$ cat config.mk
export PLATFORM = sky130hd
export DESIGN_NAME = add_seq_ctrl_flat
export DESIGN_NICKNAME = d
export VERILOG_FILES = /design/src/rtl/add_seq_ctrl_if.sv /design/src/rtl/add_seq_ctrl.sv /design/src/flat_wrapper.sv
export SDC_FILE = /design/constraint.sdc
export NUM_CORES = 1
export LEC_CHECK = 0
export CORE_ASPECT_RATIO = 1.1
export CORE_MARGIN = 1.5
export CORE_UTILIZATION = 50
export DETAILED_ROUTE_END_ITERATION = 12
export PLACE_DENSITY = 0.87
export SYNTH_ARGS = -nofsm -noshare
export SYNTH_HDL_FRONTEND = slang
export SYNTH_SLANG_ARGS = --single-unit
$ cat constraint.sdc
create_clock -name clk -period 12.2 [get_ports clk]
set_clock_uncertainty 0.05 [all_clocks]
set_input_delay 2.44 -clock clk [delete_from_list [all_inputs] [get_ports clk]]
set_output_delay 2.44 -clock clk [all_outputs]
set_load 0.01 [all_outputs]
$ cat src/rtl/add_seq_ctrl_if.sv
// Handshake and data bundle between operand producer, add sequencer and
// result consumer. The master side drives operands and out_ready; the
// slave side (the sequencer) drives in_ready and the result.
interface add_seq_ctrl_if #(
  parameter int WIDTH = 32
);
  // operand side
  logic             in_valid;
  logic             in_ready;
  logic [WIDTH-1:0] x;
  logic [WIDTH-1:0] y;
  logic             c_in;
  // result side
  logic             out_valid;
  logic             out_ready;
  logic [WIDTH-1:0] s;
  logic             c_out;

  modport master (
    output in_valid, x, y, c_in, out_ready,
    input  in_ready, out_valid, s, c_out
  );

  modport slave (
    input  in_valid, x, y, c_in, out_ready,
    output in_ready, out_valid, s, c_out
  );
endinterface

$ cat src/rtl/add_seq_ctrl.sv
// Multi-precision add sequencer. A WIDTH-bit sum is built by running one
// CHUNK-bit ripple-carry adder over WIDTH/CHUNK cycles, least-significant
// chunk first, with the inter-chunk carry held in a register. WIDTH must
// be an integer multiple of CHUNK.

// Plain n-bit ripple-carry adder built from a chain of full adders.
module rca_nbit #(
  parameter int n = 8
) (
  input  logic [n-1:0] a,
  input  logic [n-1:0] b,
  input  logic         ci,
  output logic [n-1:0] sum,
  output logic         co
);
  logic [n:0] carry;

  assign carry[0] = ci;

  for (genvar gi = 0; gi < n; gi++) begin : g_fa
    assign sum[gi]     = a[gi] ^ b[gi] ^ carry[gi];
    assign carry[gi+1] = (a[gi] & b[gi]) | (carry[gi] & (a[gi] ^ b[gi]));
  end

  assign co = carry[n];
endmodule

module add_seq_ctrl #(
  parameter int WIDTH = 32,
  parameter int CHUNK = 8
) (
  input  logic          clk,
  input  logic          rst_n,
  add_seq_ctrl_if.slave bus
);
  localparam int NCH = WIDTH / CHUNK;
  localparam int CW  = (NCH > 1) ? $clog2(NCH) : 1;

  localparam logic [1:0] ST_IDLE = 2'd0;
  localparam logic [1:0] ST_RUN  = 2'd1;
  localparam logic [1:0] ST_DONE = 2'd2;

  logic [1:0]       state_reg;
  logic [CW-1:0]    cnt_reg;
  logic [WIDTH-1:0] opa_reg;
  logic [WIDTH-1:0] opb_reg;
  logic             carry_reg;
  logic [WIDTH-1:0] s_reg;
  logic             c_out_reg;

  logic             accept;
  logic             release_res;
  logic             last_chunk;
  logic [31:0]      chunk_base;
  logic [CHUNK-1:0] a_chunk;
  logic [CHUNK-1:0] b_chunk;
  logic [CHUNK-1:0] sum_chunk;
  logic             carry_next;
  logic [WIDTH-1:0] chunk_mask;
  logic [WIDTH-1:0] s_next;

  // Handshake outputs are decoded from state alone, so there is no
  // combinational path from any input to any output.
  assign bus.in_ready  = (state_reg == ST_IDLE);
  assign bus.out_valid = (state_reg == ST_DONE);
  assign bus.s         = s_reg;
  assign bus.c_out     = c_out_reg;

  assign accept      = (state_reg == ST_IDLE) && bus.in_valid;
  assign release_res = (state_reg == ST_DONE) && bus.out_ready;
  assign last_chunk  = (cnt_reg == CW'(NCH - 1));

  // Bit offset of the chunk currently being processed.
  assign chunk_base = 32'(cnt_reg) * 32'(CHUNK);

  // Shift-based chunk select keeps the mux free of out-of-range part selects.
  assign a_chunk = CHUNK'(opa_reg >> chunk_base);
  assign b_chunk = CHUNK'(opb_reg >> chunk_base);

  rca_nbit #(.n(CHUNK)) u_rca (
    .a   (a_chunk),
    .b   (b_chunk),
    .ci  (carry_reg),
    .sum (sum_chunk),
    .co  (carry_next)
  );

  // Merge the fresh chunk sum into the result word at the current offset.
  always_comb begin
    chunk_mask = {WIDTH{1'b0}};
    s_next     = s_reg;
    chunk_mask = WIDTH'({CHUNK{1'b1}}) << chunk_base;
    s_next     = (s_reg & ~chunk_mask) | ((WIDTH'(sum_chunk) << chunk_base) & chunk_mask);
  end

  // Control FSM: IDLE -> RUN (NCH chunk cycles) -> DONE -> IDLE.
  always_ff @(posedge clk or negedge rst_n) begin
    if (!rst_n) begin
      state_reg <= ST_IDLE;
    end else begin
      case (state_reg)
        ST_IDLE: if (accept)      state_reg <= ST_RUN;
        ST_RUN:  if (last_chunk)  state_reg <= ST_DONE;
        ST_DONE: if (release_res) state_reg <= ST_IDLE;
        default: state_reg <= ST_IDLE;
      endcase
    end
  end

  // Chunk counter: cleared on accept, stepped every RUN cycle, wraps on exit.
  always_ff @(posedge clk or negedge rst_n) begin
    if (!rst_n) begin
      cnt_reg <= '0;
    end else if (accept) begin
      cnt_reg <= '0;
    end else if (state_reg == ST_RUN) begin
      if (last_chunk) cnt_reg <= '0;
      else            cnt_reg <= cnt_reg + 1'b1;
    end
  end

  // Operands are sampled only on the accept edge; later input changes are ignored.
  always_ff @(posedge clk or negedge rst_n) begin
    if (!rst_n) begin
      opa_reg <= '0;
      opb_reg <= '0;
    end else if (accept) begin
      opa_reg <= bus.x;
      opb_reg <= bus.y;
    end
  end

  // Inter-chunk carry: seeded with c_in on accept, then fed back from the adder.
  always_ff @(posedge clk or negedge rst_n) begin
    if (!rst_n) begin
      carry_reg <= 1'b0;
    end else if (accept) begin
      carry_reg <= bus.c_in;
    end else if (state_reg == ST_RUN) begin
      carry_reg <= carry_next;
    end
  end

  // Result word and final carry; untouched outside RUN so DONE holds them stable.
  always_ff @(posedge clk or negedge rst_n) begin
    if (!rst_n) begin
      s_reg     <= '0;
      c_out_reg <= 1'b0;
    end else if (state_reg == ST_RUN) begin
      s_reg <= s_next;
      if (last_chunk) c_out_reg <= carry_next;
    end
  end
endmodule

$ cat src/flat_wrapper.sv
// flat-port wrapper written by rule: the top's interface ports become plain ports
module add_seq_ctrl_flat 
#(
  parameter int WIDTH = 32,
  parameter int CHUNK = 8
)
  (clk, rst_n, bus_in_valid, bus_x, bus_y, bus_c_in, bus_out_ready, bus_in_ready, bus_out_valid, bus_s, bus_c_out);
  add_seq_ctrl_if #(.WIDTH(WIDTH)) bus_i ();
  input  logic clk;
  input  logic rst_n;
  input wire logic [$bits(bus_i.in_valid)-1:0] bus_in_valid;
  input wire logic [$bits(bus_i.x)-1:0] bus_x;
  input wire logic [$bits(bus_i.y)-1:0] bus_y;
  input wire logic [$bits(bus_i.c_in)-1:0] bus_c_in;
  input wire logic [$bits(bus_i.out_ready)-1:0] bus_out_ready;
  output wire logic [$bits(bus_i.in_ready)-1:0] bus_in_ready;
  output wire logic [$bits(bus_i.out_valid)-1:0] bus_out_valid;
  output wire logic [$bits(bus_i.s)-1:0] bus_s;
  output wire logic [$bits(bus_i.c_out)-1:0] bus_c_out;
  assign bus_i.in_valid = bus_in_valid;
  assign bus_i.x = bus_x;
  assign bus_i.y = bus_y;
  assign bus_i.c_in = bus_c_in;
  assign bus_i.out_ready = bus_out_ready;
  assign bus_in_ready = bus_i.in_ready;
  assign bus_out_valid = bus_i.out_valid;
  assign bus_s = bus_i.s;
  assign bus_c_out = bus_i.c_out;
  add_seq_ctrl #(.WIDTH(WIDTH), .CHUNK(CHUNK)) u_core (.clk(clk), .rst_n(rst_n), .bus(bus_i));
endmodule
==> impl_metrics.json, run 1 <==
{
  "period_share_pct": 40.6,
  "path_class": "flip-flop to flip-flop",
  "seq_power_share_pct": 36.0,
  "ios": 104,
  "drive_gt1_share_pct": 22.8,
  "cts-resized-gates": 0,
  "tritoncts": "done",
  "cp-start-kind": "flip-flop",
  "ys_types": 24,
  "grt_max_degree": 65,
  "area_growth_syn_to_layout_pct": 25.1,
  "grt-ovfl-total": 0,
  "drt_pass1_iterations": 4,
  "yosysTopAreaCellShare_pct": 54.0,
  "end_kind": "flip-flop",
  "final-hold-violation-count": 0,
  "vias_per_cell": 5.44,
  "layout_min_cycle_time_ns": 4.96,
  "grt_pass1_vias": 3194,
  "slew_viol_final": 0,
  "die_w_um": 95.7,
  "antenna_found_initial": 0,
  "cp_cell_sequence": "buf_4, mux4_1, inv_1, fa_1, fa_1, fa_1, fa_1, fa_1, inv_1, fa_1, inv_1, fa_1, inv_1, fa_1, nand2_1, o21ai_0",
  "arrival_ns": 5.14,
  "grt_pass1_wl_mm": 16.0,
  "max-vdd-ir-drop_uv": 152,
  "p_sw_share_pct": 38.9,
  "n_fill_cell": 708,
  "slew_headroom_pct": 48.4,
  "drt_wl_total_mm": 9.73,
  "nNetsFinal": 515,
  "htreeDepth": 3,
  "cts_inserted_buffers": 9,
  "p_leak_nw": 2.50,
  "pre_cts_ws_ns": 7.25,
  "grt_use_total_pct": 21.3,
  "finalSetupViolations": 0,
  "drtAntennaViolNets": 0,
  "power_density_nw_per_um2": 280,
  "synth.area.top_cells": "dfrtp_1, mux2_2, mux4_2, o31ai_1, nand2_1",
  "cts.sinks": 102,
  "hold_buffers": 0,
  "cp_top_family": "adder cells",
  "avgSynthCellArea_um2": 14.1,
  "dieHeight_um": 105,
  "antenna_cells": 0,
  "seq_area_frac_synth_pct": 54.0,
  "cp_data_required_time_ns": 12.38,
  "synth_top_cell_by_area": "dfrtp_1",
  "comb_power_share_pct": 51.4,
  "fin_tns_setup_ns": 0,
  "clk_path_buf_depth": 2,
  "crit_slowest_cell": "dfrtp_1",
  "drv_cap": 0,
  "ys_seq_elements": 102,
  "dieArea_um2": 10000,
  "core_area_um2": 9260,
  "status": "finished clean",
  "worst_pin_slew_ns": 0.775,
  "p_sw_uw": 644,
  "fmax_mhz": 202,
  "finalPower_mw": 1.66,
  "ys_warn_count": 0,
  "p_int_mw": 1.01,
  "drcViolationCount": 0,
  "syn_nets": 416,
  "hp-class": "flip-flop to flip-flop",
  "numPortBuffers": 103,
  "layout_setup_ws_ns": 7.24,
  "rsz0062_at_grt": "no",
  "cp_max_fo": 17,
  "fp-row-count": 37,
  "drt_iter0_drc": 197,
  "final_cell_count_no_fill": 556,
  "dp_hpwl_mm": 7.42,
  "crit_top_cell": "fa_1",
  "clk_pin_slew_ns": 0.09,
  "via_count": 3025,
  "post_cts_buffers": 0,
  "clk_latency_ns": 0.36,
  "syn_area_um2": 4720,
  "initial_core_util_pct": 51.0,
  "place_congestion": 0.883,
  "clkPwrFrac_pct": 12.5,
  "synth_cells": 335,
  "final_core_util_pct": 63.8,
  "path_buf_inv": 5,
  "max_stage_delay_ns": 0.76,
  "cts_root_buf": "clkbuf_8",
  "dp.cells": 540,
  "wire_per_inst_um": 17.5
}
==> power groups by stage <==
stage | registers (mW) | clock network (mW) | logic, mW
after CTS | 0.599 | 0.211 | 0.859
after global placement | 0.596 | 0 | 0.822
after detailed placement | 0.606 | 0 | 0.858
after floorplan | 0.567 | 0 | 0.621
final | 0.597 | 0.208 | 0.853
after global routing | 0.618 | 0.226 | 0.935
==> final timing paths <==
check                                        endpoint  depth (start not counted)  slack (ns)               from
min in group asynchronous  asynchronous set/reset pin                          1        2.03              rst_n
min reg2reg                                 flip-flop                          2        0.44          flip-flop
min                                         flip-flop                          2        0.44          flip-flop
max reg2reg                                 flip-flop                         16        7.24  u_core.cnt_reg[0]
max                                         flip-flop                         16        7.24  u_core.cnt_reg[0]
max in group asynchronous          u_core.opa_reg[13]                          2        8.97              rst_n
==> metal layers <==
metal | track usage (%) | up-vias | share of wire [%]
li1 | - | 1371 | -
met1 | 28.1 | 1506 | 40
met2 | 33.8 | 125 | 51
met3 | 4.08 | 23 | 6.0
met4 | 9.98 | 0 | 3.3
met5 | 0 | - | 0
==> per-stage QoR <==
step	hold WS [ns]	area, um^2
detailed placement	0.418	5720
CTS	0.438	5910
floorplan	0.422	4720
global route	0.453	5910
global placement	0.412	5720
finish	0.437	5910
==> area by class of cell <==
class | count | area, um^2 | area share (%)
Clock buffer | 11 | 131 | 2.22
Clock inverter | 5 | 58.8 | 0.995
Inverter | 20 | 75.1 | 1.27
Multi-Input combinational cell | 194 | 1890 | 31.9
Sequential cell | 102 | 2550 | 43.2
Tap cell | 117 | 146 | 2.48
Timing Repair Buffer | 107 | 1060 | 17.9
==> layout by cell type (no fill, tap or decap), types with 2 or more instances in the layout <==
cell type | netlist | final
clkbuf_1 | 0 | 2
clkinvlp_4 | 0 | 2
o21ai_0 | 11 | 11
nand3b_2 | 3 | 3
nand2_1 | 46 | 46
clkbuf_8 | 0 | 9
nor2b_1 | 4 | 4
mux4_1 | 5 | 5
mux4_2 | 11 | 11
o31ai_1 | 24 | 24
fa_1 | 8 | 8
nand3_1 | 2 | 2
mux2_2 | 65 | 65
clkdlybuf4s50_1 | 0 | 102
inv_1 | 20 | 20
nor2_1 | 4 | 4
dfrtp_1 | 102 | 102
a21oi_1 | 2 | 2
ha_1 | 4 | 4
buf_4 | 1 | 5
==> worst reg2reg max path, cell delays in order, from the launching register on <==
cell	delay, ns
dfrtp_1	0.76
buf_4	0.37
mux4_1	0.26
inv_1	0.06
fa_1	0.43
fa_1	0.39
fa_1	0.39
fa_1	0.39
fa_1	0.38
inv_1	0.08
fa_1	0.15
inv_1	0.05
fa_1	0.36
inv_1	0.08
fa_1	0.46
nand2_1	0.09
o21ai_0	0.09
==> cell usage after synthesis (all sizes together) <==
library cell and instances:
nor2b 4, inv 20, fa 8, mux2 65, buf 19, nor3b 1, nand3 2, nand3b 4
a22oi 1, o41ai 1, nor4bb 1, nor2 4, o31ai 24, nand2 46, a21oi 2, mux4 16
o21ai 11, ha 4, dfrtp 102
==> logic make-up after synthesis <==
group / Yosys count / synth area share, %
flops: 102 / 54.0
mux: 81 / 23.5
simple gates: 62 / 6.33
compound gates: 39 / 5.53
buf+inv: 39 / 6.14
fa+ha+maj: 12 / 4.45
No activity file was read; power rests on OpenSTA's default activity.
==> run 2, diff against run 1 <==
--- a/config.mk
+++ b/config.mk
@@ -7,9 +7,9 @@
 export LEC_CHECK = 0
 export CORE_ASPECT_RATIO = 1.1
 export CORE_MARGIN = 1.5
-export CORE_UTILIZATION = 50
+export CORE_UTILIZATION = 46
 export DETAILED_ROUTE_END_ITERATION = 12
-export PLACE_DENSITY = 0.87
+export PLACE_DENSITY = 0.85
 export SYNTH_ARGS = -nofsm -noshare
 export SYNTH_HDL_FRONTEND = slang
 export SYNTH_SLANG_ARGS = --single-unit
==> constraint.sdc (replaced) <==
create_clock -name clk -period 4 [get_ports clk]
set_clock_uncertainty 0.05 [all_clocks]
set_input_delay 0.8 -clock clk [delete_from_list [all_inputs] [get_ports clk]]
set_output_delay 0.8 -clock clk [all_outputs]
set_load 0.01 [all_outputs]
==> impl_metrics.json, run 2 (same netlist as run 1, synthesis figures left out) <==
{
  "status": "finished, violations left",
  "violations": "setup timing",
  "dieHeight_um": 109,
  "drt_wl_total_mm": 9.94,
  "slew_headroom_pct": 24.7,
  "htreeDepth": 3,
  "cts_root_buf": "clkbuf_8",
  "grt_pass1_wl_mm": 16.1,
  "die_w_um": 99.6,
  "final-hold-violation-count": 0,
  "grt-ovfl-total": 0,
  "cp_cell_sequence": "mux4_2, inv_2, fa_2, fa_2, fa_2, fa_2, fa_2, inv_2, fa_2, inv_2, fa_2, inv_2, fa_2, nand2_1, o21ai_1",
  "p_int_mw": 3.18,
  "dieArea_um2": 10900,
  "drive_gt1_share_pct": 27.1,
  "power_density_nw_per_um2": 883,
  "seq_power_share_pct": 34.0,
  "layout_min_cycle_time_ns": 4.05,
  "period_share_pct": 101,
  "dp.cells": 546,
  "worst_pin_slew_ns": 1.13,
  "crit_top_cell": "fa_2",
  "comb_power_share_pct": 54.5,
  "arrival_ns": 4.24,
  "pre_cts_ws_ns": -0.208,
  "crit_slowest_cell": "fa_2",
  "end_kind": "flip-flop",
  "clkPwrFrac_pct": 11.4,
  "wire_per_inst_um": 17.7,
  "hp-class": "flip-flop to flip-flop",
  "path_class": "flip-flop to flip-flop",
  "max-vdd-ir-drop_uv": 612,
  "post_cts_buffers": 0,
  "cts.sinks": 102,
  "via_count": 3042,
  "fp-row-count": 38,
  "grt_pass1_vias": 3232,
  "antenna_found_initial": 0,
  "fin_tns_setup_ns": -0.151,
  "cp_max_fo": 4,
  "hold_buffers": 0,
  "p_sw_mw": 2.07,
  "p_leak_nw": 2.49,
  "numPortBuffers": 103,
  "drt_iter0_drc": 166,
  "clk_latency_ns": 0.36,
  "max_stage_delay_ns": 0.47,
  "vias_per_cell": 5.41,
  "tritoncts": "done",
  "final_cell_mix": "clkdlybuf4s50_1, dfrtp_1, mux2_2",
  "final_cell_count_no_fill": 562,
  "rsz0062_at_grt": "yes",
  "clk_path_buf_depth": 2,
  "initial_core_util_pct": 47.5,
  "layout_setup_ws_ns": -0.0497,
  "antenna_cells": 0,
  "finalPower_mw": 5.26,
  "dp_hpwl_mm": 7.43,
  "cp_data_required_time_ns": 4.19,
  "fmax_mhz": 247,
  "drt_pass1_iterations": 5,
  "nNetsFinal": 518,
  "grt_use_total_pct": 19.5,
  "cp_top_family": "adder cells",
  "cts_inserted_buffers": 9,
  "cp-start-kind": "flip-flop",
  "p_sw_share_pct": 39.4,
  "drtAntennaViolNets": 0,
  "path_buf_inv": 4,
  "area_growth_syn_to_layout_pct": 26.1,
  "core_area_um2": 9940,
  "finalSetupViolations": 4,
  "ios": 104,
  "drcViolationCount": 0,
  "drv_cap": 0,
  "final_common_cell": "clkdlybuf4s50_1",
  "slew_viol_final": 0,
  "clk_pin_slew_ns": 0.10,
  "grt_max_degree": 93,
  "place_congestion": 0.795
}
## run 2: worst paths after layout
check | startpoint | endpoint | slack [ns] | depth (start not counted)
setup / recovery | u_core.cnt_reg[0] | flip-flop | -0.05 | 15
hold / removal | flip-flop | flip-flop | 0.44 | 2
setup reg to reg | u_core.cnt_reg[0] | flip-flop | -0.05 | 15
hold reg to reg | flip-flop | flip-flop | 0.44 | 2
max in group asynchronous | rst_n | u_core.cnt_reg[0] | 2.50 | 1
min in group asynchronous | rst_n | asynchronous set/reset pin | 0.59 | 1
## run 2: routing by layer
metal	vias to the layer above	track usage [%]	wire [um]
li1	1382	-	-
met1	1539	24.2	4060
met2	107	33.2	5160
met3	14	4.45	541
met4	0	8.55	182
met5	-	0	0
## run 2: power groups by stage
stage	logic, mW	clock network, mW	registers [mW]
after floorplan	1.99	0	1.73
after global routing	3.10	0.669	1.84
after CTS	2.88	0.620	1.79
after global placement	2.74	0	1.77
after detailed placement	2.84	0	1.81
final	2.87	0.601	1.79
## run 2: per-stage QoR
stage	hold WS (ns)	util (%)	cell area, um^2
after global routing	0.461	59.9	5960
final	0.438	59.9	5960
after detailed placement	0.423	58.0	5760
after floorplan	0.422	-	4750
after CTS	0.443	59.9	5950
after global placement	0.411	58.0	5760
## run 2: cell type report
cell class	count	area [um^2]
Timing Repair Buffer	110	1080
Clock inverter	5	41.3
Sequential cell	102	2550
Multi-Input combinational cell	194	1910
Clock buffer	11	141
Inverter	20	75.1
Tap cell	120	150
Fill cell	775	3980
## run 2: tightest hold or removal path: stages, from the launching register on
cell	delay, ns
dfrtp_1	0.35
nand2_1	0.05
o31ai_1	0.05
## run 2: timing repair
action,in CTS,in global routing
pin swaps,6,0
endpoints found under the setup margin,4,4
endpoints found under the hold margin,0,0
resized for setup,7,2
==> run 3, diff against run 2 <==
--- a/config.mk
+++ b/config.mk
@@ -9,7 +9,8 @@
 export CORE_MARGIN = 1.5
 export CORE_UTILIZATION = 46
 export DETAILED_ROUTE_END_ITERATION = 12
-export PLACE_DENSITY = 0.85
+export PLACE_DENSITY = 0.78
+export RECOVER_POWER = 25
 export SYNTH_ARGS = -nofsm -noshare
 export SYNTH_HDL_FRONTEND = slang
 export SYNTH_SLANG_ARGS = --single-unit
==> impl_metrics.json, run 3 (same netlist as run 1, synthesis figures left out) <==
{
  "status": "finished, violations left",
  "violations": "setup timing",
  "vias_per_cell": 5.30,
  "clkPwrFrac_pct": 11.5,
  "drv_cap": 0,
  "htreeDepth": 3,
  "grtUsageMet3_pct": 2.99,
  "via_count": 2990,
  "cp_data_required_time_ns": 4.18,
  "path_class": "flip-flop to flip-flop",
  "dp.cells": 547,
  "cp-start-kind": "flip-flop",
  "worst_pin_slew_ns": 1.48,
  "crit_start": "u_core.cnt_reg[0]",
  "dieHeight_um": 109,
  "fp-row-count": 38,
  "drive_gt1_share_pct": 27.5,
  "grt_max_degree": 65,
  "antenna_cells": 0,
  "ios": 104,
  "final_cell_count_no_fill": 564,
  "rsz0062_at_grt": "yes",
  "r2r-start": "u_core.cnt_reg[0]",
  "clk_path_buf_depth": 2,
  "nNetsFinal": 520,
  "die_w_um": 99.6,
  "cts.sinks": 102,
  "place_congestion": 0.787,
  "finalSetupViolations": 4,
  "grtUsageMet1_pct": 24.5,
  "wire_per_inst_um": 17.3,
  "p_int_mw": 3.18,
  "cp_max_fo": 4,
  "numPortBuffers": 103,
  "grt-ovfl-total": 0,
  "arrival_ns": 4.22,
  "grt_pass1_vias": 3126,
  "period_share_pct": 101,
  "area_growth_syn_to_layout_pct": 26.2,
  "drtAntennaViolNets": 0,
  "power_density_nw_per_um2": 876,
  "dieArea_um2": 10900,
  "end_kind": "flip-flop",
  "antenna_found_initial": 0,
  "hp-class": "flip-flop to flip-flop",
  "grt_use_total_pct": 18.9,
  "drt_wl_total_mm": 9.77,
  "dp_hpwl_mm": 7.39,
  "layout_min_cycle_time_ns": 4.04,
  "finalPower_mw": 5.22,
  "layout_setup_ws_ns": -0.0368,
  "met2_usage_pct": 33.2,
  "cts_root_buf": "clkbuf_8",
  "core_area_um2": 9940,
  "slew_headroom_pct": 1.27,
  "p_sw_share_pct": 39.1,
  "drcViolationCount": 0,
  "cts_inserted_buffers": 9,
  "tritoncts": "done",
  "comb_power_share_pct": 54.5,
  "max-vdd-ir-drop_uv": 516,
  "final_cell_mix": "clkdlybuf4s50_1, dfrtp_1, mux2_2",
  "final-hold-violation-count": 0,
  "initial_core_util_pct": 47.5,
  "fmax_mhz": 248,
  "grt_pass1_wl_mm": 15.7,
  "busiest_layer": "met2",
  "final_common_cell": "clkdlybuf4s50_1",
  "clk_latency_ns": 0.36,
  "hold_buffers": 0,
  "p_sw_mw": 2.04,
  "drt_pass1_iterations": 4,
  "p_leak_nw": 2.51,
  "seq_power_share_pct": 34.0,
  "drt_iter0_drc": 136,
  "clk_pin_slew_ns": 0.10,
  "slew_viol_final": 0
}
==> run 3: worst paths after layout <==
check	end	slack, ns	cells after the start
hold / removal	flip-flop	0.43	2
hold reg to reg	flip-flop	0.43	2
min in group asynchronous	u_core.opa_reg[28]	0.75	1
max in group asynchronous	u_core.cnt_reg[0]	2.10	2
setup reg to reg	flip-flop	-0.04	15
setup / recovery	flip-flop	-0.04	15
==> run 3: final cells by class <==
cell class | instances | area (um^2)
Fill cell | 770 | 3980
Sequential cell | 102 | 2550
Multi-Input combinational cell | 194 | 1910
Timing Repair Buffer | 112 | 1090
Tap cell | 120 | 150
Clock buffer | 10 | 138
Inverter | 20 | 75.1
Clock inverter | 6 | 45.0
==> run 3: per-layer routing <==
layer | up-vias | share of wire (%)
met3 | 8 | 4.4
met4 | 0 | 1.1
met5 | - | 0
met2 | 94 | 51
met1 | 1500 | 43
li1 | 1388 | -
==> run 3: timing repair <==
item	in CTS	in global routing
gates resized for setup	6	2
buffers inserted	1	0
endpoints found under the setup margin	4	4
pin swaps	5	0
==> run 3: power groups by stage <==
stage / Sequential, mW / Clock, mW / Combinational, mW
6_report: 1.78 / 0.601 / 2.85
3_3_place_gp: 1.78 / 0 / 2.73
3_5_place_dp: 1.80 / 0 / 2.82
5_1_grt: 1.83 / 0.658 / 3.07
2_1_floorplan: 1.73 / 0 / 1.99
4_1_cts: 1.78 / 0.614 / 2.84
==> run 3: critical path, stage by stage, from the launching register on <==
cell	delay (ns)
dfrtp_2	0.45
mux4_1	0.35
inv_1	0.06
fa_2	0.33
fa_2	0.34
fa_2	0.35
fa_2	0.36
fa_2	0.34
inv_2	0.06
fa_2	0.18
inv_2	0.04
fa_2	0.32
inv_2	0.06
fa_2	0.46
nand3_1	0.09
o21ai_1	0.06
==> run 3: stage by stage <==
| stage | TNS [ns] | hold WS (ns) | utilization, % | setup slack, ns | instance area (um^2) |
|---|---|---|---|---|---|
| global placement | -0.277 | 0.412 | 58.0 | -0.0722 | 5770 |
| floorplan | -0.369 | 0.422 | - | -0.0937 | 4750 |
| finish | -0.103 | 0.434 | 60.0 | -0.0368 | 5960 |
| global route | -0.508 | 0.469 | 60.0 | -0.131 | 5960 |
| CTS | -0.0749 | 0.439 | 60.0 | -0.0258 | 5960 |
| detailed placement | -0.601 | 0.416 | 58.0 | -0.158 | 5770 |
